--- src/rtl/disp_pkg.sv ---
// Shared constants and helpers for the display channel rotator: segment codes,
// BCD limits, width helpers and the converter state encoding.
package disp_pkg;

  localparam int BCD_MAX = 9999;

  // Active-low segments, bit order {g,f,e,d,c,b,a}
  localparam logic [6:0] SEG_0     = 7'b1000000;
  localparam logic [6:0] SEG_1     = 7'b1111001;
  localparam logic [6:0] SEG_2     = 7'b0100100;
  localparam logic [6:0] SEG_3     = 7'b0110000;
  localparam logic [6:0] SEG_4     = 7'b0011001;
  localparam logic [6:0] SEG_5     = 7'b0010010;
  localparam logic [6:0] SEG_6     = 7'b0000010;
  localparam logic [6:0] SEG_7     = 7'b1111000;
  localparam logic [6:0] SEG_8     = 7'b0000000;
  localparam logic [6:0] SEG_9     = 7'b0010000;
  localparam logic [6:0] SEG_BLANK = 7'b1111111;

  typedef enum logic [1:0] {
    BCD_IDLE,
    BCD_SHIFT,
    BCD_DONE
  } bcd_state_e;

  function automatic int clog2(input int value);
    int result;
    result = 0;
    for (int i = 0; i < 31; i++) begin
      if ((1 << i) < value) result = i + 1;
    end
    return result;
  endfunction

  function automatic int minWidth(input int value);
    return (clog2(value) > 1) ? clog2(value) : 1;
  endfunction

  function automatic logic [6:0] bcd2seg(input logic [3:0] digit);
    case (digit)
      4'd0:    return SEG_0;
      4'd1:    return SEG_1;
      4'd2:    return SEG_2;
      4'd3:    return SEG_3;
      4'd4:    return SEG_4;
      4'd5:    return SEG_5;
      4'd6:    return SEG_6;
      4'd7:    return SEG_7;
      4'd8:    return SEG_8;
      4'd9:    return SEG_9;
      default: return SEG_BLANK;
    endcase
  endfunction

endpackage

--- src/rtl/display_channel_rotator_if.sv ---
// Channel inputs and display pins of the rotator; the metric side is the
// master, the rotator is the slave.
interface display_channel_rotator_if #(
  parameter int NUM_CH = 4,
  parameter int DATA_W = 14
);
  import disp_pkg::*;

  localparam int MODE_W = minWidth(NUM_CH);

  logic [NUM_CH*DATA_W-1:0] ch_data;
  logic [NUM_CH-1:0]        ch_enable;
  logic                     hold;
  logic                     next_pulse;
  logic [MODE_W-1:0]        mode;
  logic [3:0]               anode;
  logic [6:0]               seg;

  modport master (
    output ch_data, ch_enable, hold, next_pulse,
    input  mode, anode, seg
  );

  modport slave (
    input  ch_data, ch_enable, hold, next_pulse,
    output mode, anode, seg
  );

endinterface

--- src/rtl/bin2bcd_seq.sv ---
// Sequential double-dabble converter, one input bit per cycle; the result is
// published together with a one-cycle done pulse DATA_W+1 cycles after start.
module bin2bcd_seq
  import disp_pkg::*;
#(
  parameter int DATA_W = 14
) (
  input  logic              CLK,
  input  logic              RESET,
  input  logic              start,
  input  logic [DATA_W-1:0] bin,
  output logic              busy,
  output logic              done,
  output logic [15:0]       bcd
);

  localparam int CNT_W = minWidth(DATA_W + 1);

  bcd_state_e        r_state, w_nextState;
  logic [DATA_W-1:0] r_bin;
  logic [15:0]       r_acc, w_adj, r_bcd;
  logic [CNT_W-1:0]  r_cnt;
  logic              r_done;

  always_ff @(posedge CLK) begin
    if (RESET) r_state <= BCD_IDLE;
    else       r_state <= w_nextState;
  end

  always_comb begin
    w_nextState = r_state;
    case (r_state)
      BCD_IDLE:  if (start) w_nextState = BCD_SHIFT;
      BCD_SHIFT: if (r_cnt == CNT_W'(1)) w_nextState = BCD_DONE;
      BCD_DONE:  w_nextState = BCD_IDLE;
      default:   w_nextState = BCD_IDLE;
    endcase
  end

  // Add-3 correction on every nibble that would overflow past 9 after the shift
  always_comb begin
    w_adj = r_acc;
    for (int i = 0; i < 4; i++) begin
      if (r_acc[i*4 +: 4] >= 4'd5) w_adj[i*4 +: 4] = r_acc[i*4 +: 4] + 4'd3;
    end
  end

  always_ff @(posedge CLK) begin
    if (RESET) begin
      r_bin  <= '0;
      r_acc  <= '0;
      r_cnt  <= '0;
      r_done <= 1'b0;
      r_bcd  <= '0;
    end else begin
      r_done <= 1'b0;
      case (r_state)
        BCD_IDLE: begin
          if (start) begin
            r_bin <= bin;
            r_acc <= '0;
            r_cnt <= CNT_W'(DATA_W);
          end
        end
        BCD_SHIFT: begin
          r_acc <= (w_adj << 1) | 16'(r_bin[DATA_W-1]);
          r_bin <= r_bin << 1;
          r_cnt <= r_cnt - CNT_W'(1);
        end
        BCD_DONE: begin
          r_bcd  <= r_acc;
          r_done <= 1'b1;
        end
        default: ;
      endcase
    end
  end

  assign busy = (r_state != BCD_IDLE);
  assign done = r_done;
  assign bcd  = r_bcd;

endmodule

--- src/rtl/display_channel_rotator.sv ---
// Rotates NUM_CH metric channels onto a 4-digit multiplexed seven-segment
// display with dwell timing, hold, manual advance and leading-zero blanking.
module display_channel_rotator
  import disp_pkg::*;
#(
  parameter int NUM_CH    = 4,
  parameter int DATA_W    = 14,
  parameter int DWELL_CYC = 200_000_000,
  parameter int SCAN_DIV  = 25_000
) (
  input logic                      CLK,
  input logic                      RESET,
  display_channel_rotator_if.slave bus
);

  localparam int MODE_W  = minWidth(NUM_CH);
  localparam int DWELL_W = minWidth(DWELL_CYC);
  localparam int SCAN_W  = minWidth(SCAN_DIV);

  if (SCAN_DIV <= DATA_W + 2) begin : g_scanTooShort
    $error("SCAN_DIV must exceed DATA_W+2 so each conversion finishes within a slot");
  end

  logic [MODE_W-1:0]  r_mode, w_nextMode;
  logic [DWELL_W-1:0] r_dwell;
  logic [SCAN_W-1:0]  r_scanCnt;
  logic [1:0]         r_digit, w_nextDigit;
  logic [15:0]        r_disp, w_bcd;
  logic [3:0]         r_anode, w_digitBcd;
  logic [6:0]         r_seg;
  logic [DATA_W-1:0]  w_ch [NUM_CH];
  logic [DATA_W-1:0]  w_chVal, w_satVal;
  logic               w_anyEn, w_curEn, w_tc, w_advance;
  logic               w_scanWrap, w_start, w_busy, w_done, w_blank;

  always_comb begin
    for (int k = 0; k < NUM_CH; k++) w_ch[k] = bus.ch_data[k*DATA_W +: DATA_W];
  end

  assign w_anyEn   = |bus.ch_enable;
  assign w_curEn   = bus.ch_enable[r_mode];
  assign w_tc      = w_anyEn && !bus.hold && (r_dwell == DWELL_W'(DWELL_CYC - 1));
  assign w_advance = w_anyEn && (bus.next_pulse || w_tc || !w_curEn);

  // Find-first over the enable mask rotated to start just above mode; the
  // lowest offset wins, and offset NUM_CH lands back on mode itself.
  always_comb begin
    w_nextMode = r_mode;
    for (int k = NUM_CH; k >= 1; k--) begin
      if (bus.ch_enable[MODE_W'((int'(r_mode) + k) % NUM_CH)])
        w_nextMode = MODE_W'((int'(r_mode) + k) % NUM_CH);
    end
  end

  always_ff @(posedge CLK) begin
    if (RESET) begin
      r_mode  <= '0;
      r_dwell <= '0;
    end else begin
      if (w_advance) r_mode <= w_nextMode;
      if (!w_anyEn || bus.next_pulse || !w_curEn || w_tc) r_dwell <= '0;
      else if (!bus.hold)                                 r_dwell <= r_dwell + DWELL_W'(1);
    end
  end

  assign w_chVal  = w_ch[r_mode];
  assign w_satVal = (32'(w_chVal) > BCD_MAX) ? DATA_W'(BCD_MAX) : w_chVal;
  assign w_start  = w_scanWrap && !w_busy;

  bin2bcd_seq #(.DATA_W(DATA_W)) u_bin2bcd (
    .CLK   (CLK),
    .RESET (RESET),
    .start (w_start),
    .bin   (w_satVal),
    .busy  (w_busy),
    .done  (w_done),
    .bcd   (w_bcd)
  );

  assign w_scanWrap  = (r_scanCnt == SCAN_W'(SCAN_DIV - 1));
  assign w_nextDigit = r_digit + 2'd1;

  always_comb begin
    w_digitBcd = r_disp[3:0];
    w_blank    = 1'b0;
    case (w_nextDigit)
      2'd1: begin w_digitBcd = r_disp[7:4];   w_blank = (r_disp[15:4]  == '0); end
      2'd2: begin w_digitBcd = r_disp[11:8];  w_blank = (r_disp[15:8]  == '0); end
      2'd3: begin w_digitBcd = r_disp[15:12]; w_blank = (r_disp[15:12] == '0); end
      default: ;
    endcase
  end

  // Outputs move only at slot boundaries, except that an all-disabled mask blanks at once
  always_ff @(posedge CLK) begin
    if (RESET) begin
      r_scanCnt <= '0;
      r_digit   <= '0;
      r_disp    <= '0;
      r_anode   <= 4'b1111;
      r_seg     <= SEG_BLANK;
    end else begin
      r_scanCnt <= w_scanWrap ? '0 : r_scanCnt + SCAN_W'(1);
      if (w_scanWrap) r_digit <= w_nextDigit;
      if (w_done)     r_disp  <= w_bcd;
      if (!w_anyEn) begin
        r_anode <= 4'b1111;
        r_seg   <= SEG_BLANK;
      end else if (w_scanWrap) begin
        r_anode <= ~(4'b0001 << w_nextDigit);
        r_seg   <= w_blank ? SEG_BLANK : bcd2seg(w_digitBcd);
      end
    end
  end

  assign bus.mode  = r_mode;
  assign bus.anode = r_anode;
  assign bus.seg   = r_seg;

endmodule

--- src/flat_wrapper.sv ---
// flat-port wrapper written by rule: the top's interface ports become plain ports
module display_channel_rotator_flat import disp_pkg::*;
#(
  parameter int NUM_CH    = 4,
  parameter int DATA_W    = 14,
  parameter int DWELL_CYC = 200_000_000,
  parameter int SCAN_DIV  = 25_000
)
  (CLK, RESET, bus_ch_data, bus_ch_enable, bus_hold, bus_next_pulse, bus_mode, bus_anode, bus_seg);
  display_channel_rotator_if #(.NUM_CH(NUM_CH), .DATA_W(DATA_W)) bus_i ();
  input logic CLK;
  input logic RESET;
  input wire logic [$bits(bus_i.ch_data)-1:0] bus_ch_data;
  input wire logic [$bits(bus_i.ch_enable)-1:0] bus_ch_enable;
  input wire logic [$bits(bus_i.hold)-1:0] bus_hold;
  input wire logic [$bits(bus_i.next_pulse)-1:0] bus_next_pulse;
  output wire logic [$bits(bus_i.mode)-1:0] bus_mode;
  output wire logic [$bits(bus_i.anode)-1:0] bus_anode;
  output wire logic [$bits(bus_i.seg)-1:0] bus_seg;
  assign bus_i.ch_data = bus_ch_data;
  assign bus_i.ch_enable = bus_ch_enable;
  assign bus_i.hold = bus_hold;
  assign bus_i.next_pulse = bus_next_pulse;
  assign bus_mode = bus_i.mode;
  assign bus_anode = bus_i.anode;
  assign bus_seg = bus_i.seg;
  display_channel_rotator #(.NUM_CH(NUM_CH), .DATA_W(DATA_W), .DWELL_CYC(DWELL_CYC), .SCAN_DIV(SCAN_DIV)) u_core (.CLK(CLK), .RESET(RESET), .bus(bus_i));
endmodule
--- config.mk ---
export PLATFORM = sky130hd
export DESIGN_NAME = display_channel_rotator_flat
export DESIGN_NICKNAME = d
export VERILOG_FILES = /design/src/rtl/disp_pkg.sv /design/src/rtl/display_channel_rotator_if.sv /design/src/rtl/bin2bcd_seq.sv /design/src/rtl/display_channel_rotator.sv /design/src/flat_wrapper.sv
export SDC_FILE = /design/constraint.sdc
export NUM_CORES = 1
export LEC_CHECK = 0
export ABC_AREA = 1
export BUFFER_PORTS_ARGS = -buffer_cell sky130_fd_sc_hd__buf_2
export CORE_MARGIN = 2
export CORE_UTILIZATION = 40
export CTS_BUF_LIST = sky130_fd_sc_hd__clkbuf_8
export CTS_CLUSTER_SIZE = 40
export DETAILED_ROUTE_END_ITERATION = 8
export SLEW_MARGIN = 20
export SYNTH_ARGS = -nofsm -noshare
export SYNTH_HDL_FRONTEND = slang
export SYNTH_SLANG_ARGS = --single-unit
--- constraint.sdc ---
create_clock -name CLK -period 2.05 [get_ports CLK]
set_clock_uncertainty 0.2 [all_clocks]
set_input_delay 0.41 -clock CLK [delete_from_list [all_inputs] [get_ports CLK]]
set_output_delay 0.41 -clock CLK [all_outputs]
set_load 0.03 [all_outputs]
==> results.py, run 1 <==
metrics = {
    "clock_tree": {
        "cts_tree": "yes",
        "h-tree-depth": 4,
        "cts.sinks": 127,
        "clk_path_buf_depth": 2,
        "cts_buffers": 17,
        "insertion_delay_ns": 0.44,
        "path_clk_slew_ns": 0.07,
        "hold_buffers": 0,
        "root_buffer": "clkbuf_8",
    },
    "routing": {
        "vias_per_cell": 4.78,
        "firstDrtPassIters": 4,
        "vias": 6375,
        "drc": 0,
        "drt_wl_total_mm": 15.5,
        "drt_iter0_drc": 316,
        "ant_nets": 0,
        "wl_per_cell_um": 11.6,
    },
    "die": {
        "io_pins": 77,
        "start_util_pct": 41.3,
        "die_w_um": 132,
        "core_sq_mm": 0.0160,
        "num_rows": 46,
        "die-area_sq_mm": 0.0175,
        "die_height_um": 132,
    },
    "worst_setup_path": {
        "crit_fanout": 4,
        "worstPathCellList": "inv_4 > ha_4 > a21oi_2 > nand3_1 > o21ai_2 > buf_4 > ha_1 > inv_1 > o211ai_1 > nand3_1 > nand2_1 > nand2_1",
        "end_kind": "register",
        "worst_r2r_path_depth": 12,
        "r2r_start": "u_core.r_digit[0]",
        "crit_buf_inv": 3,
        "worstSetupStartpointType": "register",
        "cp_slowest_cell": "dfxtp_4",
        "crit_arrival_ns": 2.06,
        "r2r_slack_ns": 0.12,
        "worstPathRequired_ns": 2.18,
        "r2r-end": "u_core.bus.seg[4]",
        "cp.depth": 12,
        "crit_family": "flip-flops",
        "worstSetupStartpoint": "u_core.r_digit[0]",
        "endpoint": "u_core.bus.seg[4]",
        "crit_path_max_incr_delay_ns": 0.41,
        "critical_path_class": "reg -> reg",
    },
    "timing": {
        "relSlewSlack_pct": 78.2,
        "final-setup-viol-count": 0,
        "tightest_slew_ns": 0.328,
        "rsz0062_at_grt": "true",
        "finalHoldViolations": 0,
        "post-route-period-util_pct": 94.2,
        "clock.fmax_ghz": 0.518,
        "slew_viol_final": 0,
        "period_minus_slack_ns": 1.93,
    },
    "placement": {
        "gp_congestion": 0.815,
        "place_inst": 1297,
        "place_hpwl_mm": 11.1,
        "io_buffers": 76,
    },
    "synth": {
        "syn_avg_cell_area_sq_um": 6.76,
        "synth_top_family_by_area": "simple AND/OR/NAND/NOR gates",
        "syn_nets": 1060,
        "yosysWarnings": 0,
        "synth_simple_gate_area_share_pct": 31.3,
        "ys_seq_elements": 127,
        "synthMuxAreaShare_pct": 0,
        "yosysSeqAreaShare_pct": 38.5,
        "syn_area_sq_mm": 0.00660,
        "syn_inst": 976,
        "synth_compound_area_share_pct": 14.9,
        "synth_cell_types": 39,
        "synth_fa_ha_area_share_pct": 3.79,
        "synth_xor_area_share_pct": 3.05,
    },
    "final_layout": {
        "stdcell_count": 1334,
        "seqCellArea_sq_mm": 0.00256,
        "syn_to_final_growth_pct": 24.7,
        "antennaDiodeCount": 0,
        "drive_gt1_share_pct": 21.8,
        "num-fill-cells": 1648,
        "final_nets": 1192,
        "final_common_cell": "nand2_1",
        "layout_common_cells": "nand2_1 (267), dfxtp_1 (121), nor2_1 (107)",
        "multi_input_area_sq_mm": 0.00369,
    },
    "power_and_ir_drop": {
        "leakage_nw": 3.49,
        "total_power_mw": 6.24,
        "ir_drop_mv": 0.494,
        "pwr_density_cell_mw_per_mm2": 757,
    },
    "global_route": {
        "antenna_found_initial": 0,
        "grt_pass1_vias": 5917,
        "gr-total-overflow": 0,
        "track_usage_pct": 18.1,
        "grt_max_degree": 33,
        "grt_pass1_wl_mm": 26.6,
    },
    "run_status": {
        "status": "finished, final reports clean",
    },
    "job": {
        "drv_cap": 0,
    },
    "min_path": {
        "hp-start": "bus_ch_data[15]",
        "hold_path_class": "in -> reg",
    },
}
==> stage by stage <==
step | area [sq um] | utilization, % | TNS, ns | setup WS [ns] | hold slack (ns)
6_report | 8240 | 51.5 | 0 | 0.118 | 0.151
5_1_grt | 8240 | 51.5 | -0.0726 | -0.0249 | 0.162
4_1_cts | 7990 | 50.0 | 0 | 0.000128 | 0.137
3_5_place_dp | 7590 | 47.4 | -0.198 | -0.0690 | 0.237
3_3_place_gp | 7590 | 47.4 | -0.0577 | -0.0498 | 0.229
2_1_floorplan | 6610 | - | 0 | 0.0395 | 0.218
==> worst min-delay path by stage <==
stage | endpoint | depth (start not counted) | slack, ns
floorplan | u_core.r_scanCnt[0] | 1 | 0.22
global placement | u_core.r_scanCnt[0] | 1 | 0.23
detailed placement | u_core.r_scanCnt[0] | 1 | 0.24
CTS | u_core.u_bin2bcd.r_bin[1] | 5 | 0.14
global route | u_core.u_bin2bcd.r_bin[2] | 5 | 0.16
finish | u_core.u_bin2bcd.r_bin[1] | 5 | 0.15
==> timing repair <==
| action | in CTS | in global routing |
|---|---|---|
| gates resized for setup | 6 | 59 |
| pin swaps | 0 | 16 |
| setup buffers | 0 | 7 |
| endpoints found under the setup margin | 7 | 71 |
| gates cloned | 0 | 1 |
==> registers in the layout, summed over array words and instances, names as in the netlist <==
register	cells
u_core.bus.mode	2
u_core.bus.anode	4
u_core.u_bin2bcd.r_cnt	4
u_core.u_bin2bcd.bcd	16
u_core.u_bin2bcd.r_bin	14
u_core.r_scanCnt	15
u_core.r_digit	2
u_core.r_disp	16
u_core.u_bin2bcd.done	1
u_core.r_dwell	28
u_core.u_bin2bcd.r_acc	16
u_core.bus.seg	7
u_core.u_bin2bcd.r_state	2
==> tightest hold or removal path: stages <==
cell	delay, ns
buf_2	0.08
a211oi_1	0.06
nand2_1	0.06
nand2_1	0.05
a21oi_1	0.10
==> layer usage <==
layer | part of all wire [%] | vias to the layer above | GRT usage (%)
li1 | - | 3408 | -
met1 | 48 | 2868 | 23.6
met2 | 47 | 87 | 30.2
met3 | 3.5 | 12 | 3.79
met4 | 0.83 | 0 | 5.02
met5 | 0 | - | 0
==> cell usage after synthesis, drive strengths merged <==
cell	instances	share of area (%)
o21ai	69	5.3
nand3b	1	0.11
o22ai	2	0.19
nor3b	5	0.57
dfxtp	127	39
clkinv	1	0.057
nand3	49	3.8
clkbuf	18	1.0
nand4	13	1.2
o211ai	7	0.80
or2	3	0.28
o21bai	5	0.57
nor3	23	2.0
a22oi	7	0.87
xor2	17	2.3
inv	102	5.8
buf	13	1.5
xnor2	6	0.80
nor2	118	6.9
a21oi	84	6.6
nand2	276	16
nor4	1	0.32
a31oi	3	0.28
ha	20	3.8
and3	2	0.19
and2	1	0.095
a211oi	3	0.34
==> cells by family (layout without fill, tap and decap cells) <==
logic type | Yosys count | in the layout
AND/OR/NAND/NOR | 492 | 493
AO/OA/AOI/OAI | 180 | 180
buffers and inverters | 134 | 275
flip-flops | 127 | 127
XOR/XNOR | 23 | 23
adder cells (fa/ha/maj) | 20 | 20
==> cell type report <==
type	instances	share of cell area [%]
Inverter	103	4.82
Clock inverter	9	1.46
Sequential cell	127	31.1
Timing Repair Buffer	143	11.2
Tap cell	216	3.28
Clock buffer	20	3.34
Multi-Input combinational cell	716	44.8
==> report_power, final <==
part	total [mW]	switching [mW]	internal (mW)	leakage, nW
Sequential	2.52	0.0310	2.49	1.03
Combinational	1.52	0.880	0.639	2.25
Clock	2.20	0.931	1.26	0.214
(Power assumes the default switching activity.)
==> run 2, diff against run 1 <==
Settings changed: MAX_ROUTING_LAYER from default to met4.
==> results.py, run 2 (synthesized netlist as in run 1, its figures left out) <==
metrics = {
    "run_status": {
        "status": "finished, final reports clean",
    },
    "timing": {
        "worst_slack_ns": 0.119,
        "rsz0062_at_grt": "true",
        "post-route-period-util_pct": 94.2,
        "whs_ns": 0.158,
        "period_minus_slack_ns": 1.93,
        "finalHoldViolations": 0,
        "relSlewSlack_pct": 79.2,
        "slew_viol_final": 0,
        "tightest_slew_ns": 0.312,
        "final-setup-viol-count": 0,
        "clock.fmax_ghz": 0.518,
    },
    "min_path": {
        "hp-start": "bus_ch_data[15]",
        "hold_path_class": "in -> reg",
        "hold_depth": 5,
        "hold_end": "u_core.u_bin2bcd.r_bin[1]",
    },
    "worst_setup_path": {
        "worstSetupStartpoint": "u_core.r_digit[0]",
        "critical_path_class": "reg -> reg",
        "worst_r2r_path_depth": 12,
        "r2r-end": "u_core.bus.seg[4]",
        "end_kind": "register",
        "cp_slowest_cell": "dfxtp_4",
        "crit_path_max_incr_delay_ns": 0.41,
        "crit_family": "flip-flops",
        "r2r_slack_ns": 0.12,
        "r2r_start": "u_core.r_digit[0]",
        "crit_buf_inv": 3,
        "worstPathCellList": "inv_4 > ha_4 > a21oi_2 > nand3_1 > o21ai_2 > buf_4 > ha_1 > inv_1 > o211ai_1 > nand3_1 > nand2_1 > nand2_1",
        "crit_arrival_ns": 2.05,
        "crit_fanout": 4,
        "worstSetupStartpointType": "register",
        "worstPathRequired_ns": 2.17,
    },
    "routing": {
        "vias_per_cell": 4.76,
        "drc": 0,
        "drt_iter0_drc": 297,
        "ant_nets": 0,
        "firstDrtPassIters": 6,
        "drt_wl_total_mm": 15.4,
        "vias": 6356,
        "wl_per_cell_um": 11.6,
    },
    "final_layout": {
        "largest_register": "u_core.r_dwell",
        "multi_input_area_sq_mm": 0.00369,
        "drive_gt1_share_pct": 21.8,
        "antennaDiodeCount": 0,
        "seqCellArea_sq_mm": 0.00256,
        "num-fill-cells": 1648,
        "final_nets": 1192,
        "final_common_cell": "nand2_1",
        "layout_common_cells": "nand2_1 (267), dfxtp_1 (121), nor2_1 (107)",
        "largest_register_ffs": 28,
        "syn_to_final_growth_pct": 24.7,
    },
    "die": {
        "die-area_sq_mm": 0.0175,
        "core_sq_mm": 0.0160,
        "start_util_pct": 41.3,
        "die_w_um": 132,
        "die_height_um": 132,
        "io_pins": 77,
        "num_rows": 46,
    },
    "global_route": {
        "grt_pass1_wl_mm": 26.5,
        "gr-total-overflow": 0,
        "antenna_found_initial": 0,
        "grt_pass1_vias": 5929,
        "grt_max_degree": 33,
        "track_usage_pct": 18.6,
    },
    "clock_tree": {
        "clk_path_buf_depth": 2,
        "hold_buffers": 0,
        "root_buffer": "clkbuf_8",
        "path_clk_slew_ns": 0.07,
        "h-tree-depth": 4,
        "insertion_delay_ns": 0.43,
        "cts_buffers": 17,
        "cts_tree": "yes",
        "cts.sinks": 127,
    },
    "power_and_ir_drop": {
        "internal-power_mw": 4.40,
        "pwr_density_cell_mw_per_mm2": 757,
        "clockPowerShare_pct": 35.1,
        "ir_drop_mv": 0.483,
        "combinationalPowerShare_pct": 24.3,
        "leakage_nw": 3.49,
        "pwr-share-seq_pct": 40.5,
        "switching_share_pct": 29.4,
        "power_switching_mw": 1.83,
        "total_power_mw": 6.23,
    },
    "placement": {
        "dp_slack_ns": -0.0690,
        "place_hpwl_mm": 11.1,
        "gp_congestion": 0.827,
        "io_buffers": 76,
    },
    "job": {
        "drv_cap": 0,
    },
}
-- run 2: area by class of cell --
class	count	area share (%)
Tap cell	216	3.28
Sequential cell	127	31.1
Inverter	103	4.82
Clock buffer	20	3.34
Clock inverter	9	1.46
Multi-Input combinational cell	716	44.8
Timing Repair Buffer	143	11.2
-- run 2: power by group through the flow --
stage	combinational (mW)	sequential [mW]	clock [mW]
floorplan	0.935	2.60	0
global placement	1.42	2.57	0
detailed placement	1.43	2.57	0
CTS	1.44	2.52	2.26
global route	1.72	2.53	2.39
finish	1.52	2.52	2.19
-- run 2: repair_timing --
item,CTS,global route
pin swaps,0,16
setup buffers,0,7
gates cloned,0,1
endpoints found under the setup margin,7,71
gates resized for setup,6,59
hold endpoints to repair,0,0
-- run 2: how the worst max path moves through the flow --
stage	end	slack (ns)	depth (start not counted)
4_1_cts	u_core.bus.seg[6]	0.0001	11
3_5_place_dp	u_core.bus.mode[0]	-0.07	12
3_3_place_gp	u_core.bus.mode[0]	-0.05	12
6_report	u_core.bus.seg[4]	0.12	12
5_1_grt	u_core.r_scanCnt[12]	-0.02	10
2_1_floorplan	u_core.bus.seg[5]	0.04	12
-- run 2: per-stage QoR --
stage / cell area (sq um) / cells / TNS [ns] / util [%]
after detailed placement: 7590 / 1297 / -0.198 / 47.4
final: 8240 / 1334 / 0 / 51.5
after floorplan: 6610 / 976 / 0 / -
after CTS: 7990 / 1326 / 0 / 50.0
after global routing: 8240 / 1334 / -0.0726 / 51.5
after global placement: 7590 / 1297 / -0.0577 / 47.4
-- run 2: routing by layer --
metal / track usage [%] / part of all wire [%] / vias up
met3: 3.91 / 3.6 / 2
met4: 5.02 / 0.30 / 0
met2: 30.3 / 48 / 83
met1: 23.5 / 48 / 2862
li1: - / - / 3409
met5: - / 0 / -
-- run 2: worst min-delay path: stages --
cell	delay, ns
buf_2	0.08
a211oi_1	0.06
nand2_1	0.06
nand2_1	0.05
a21oi_1	0.10
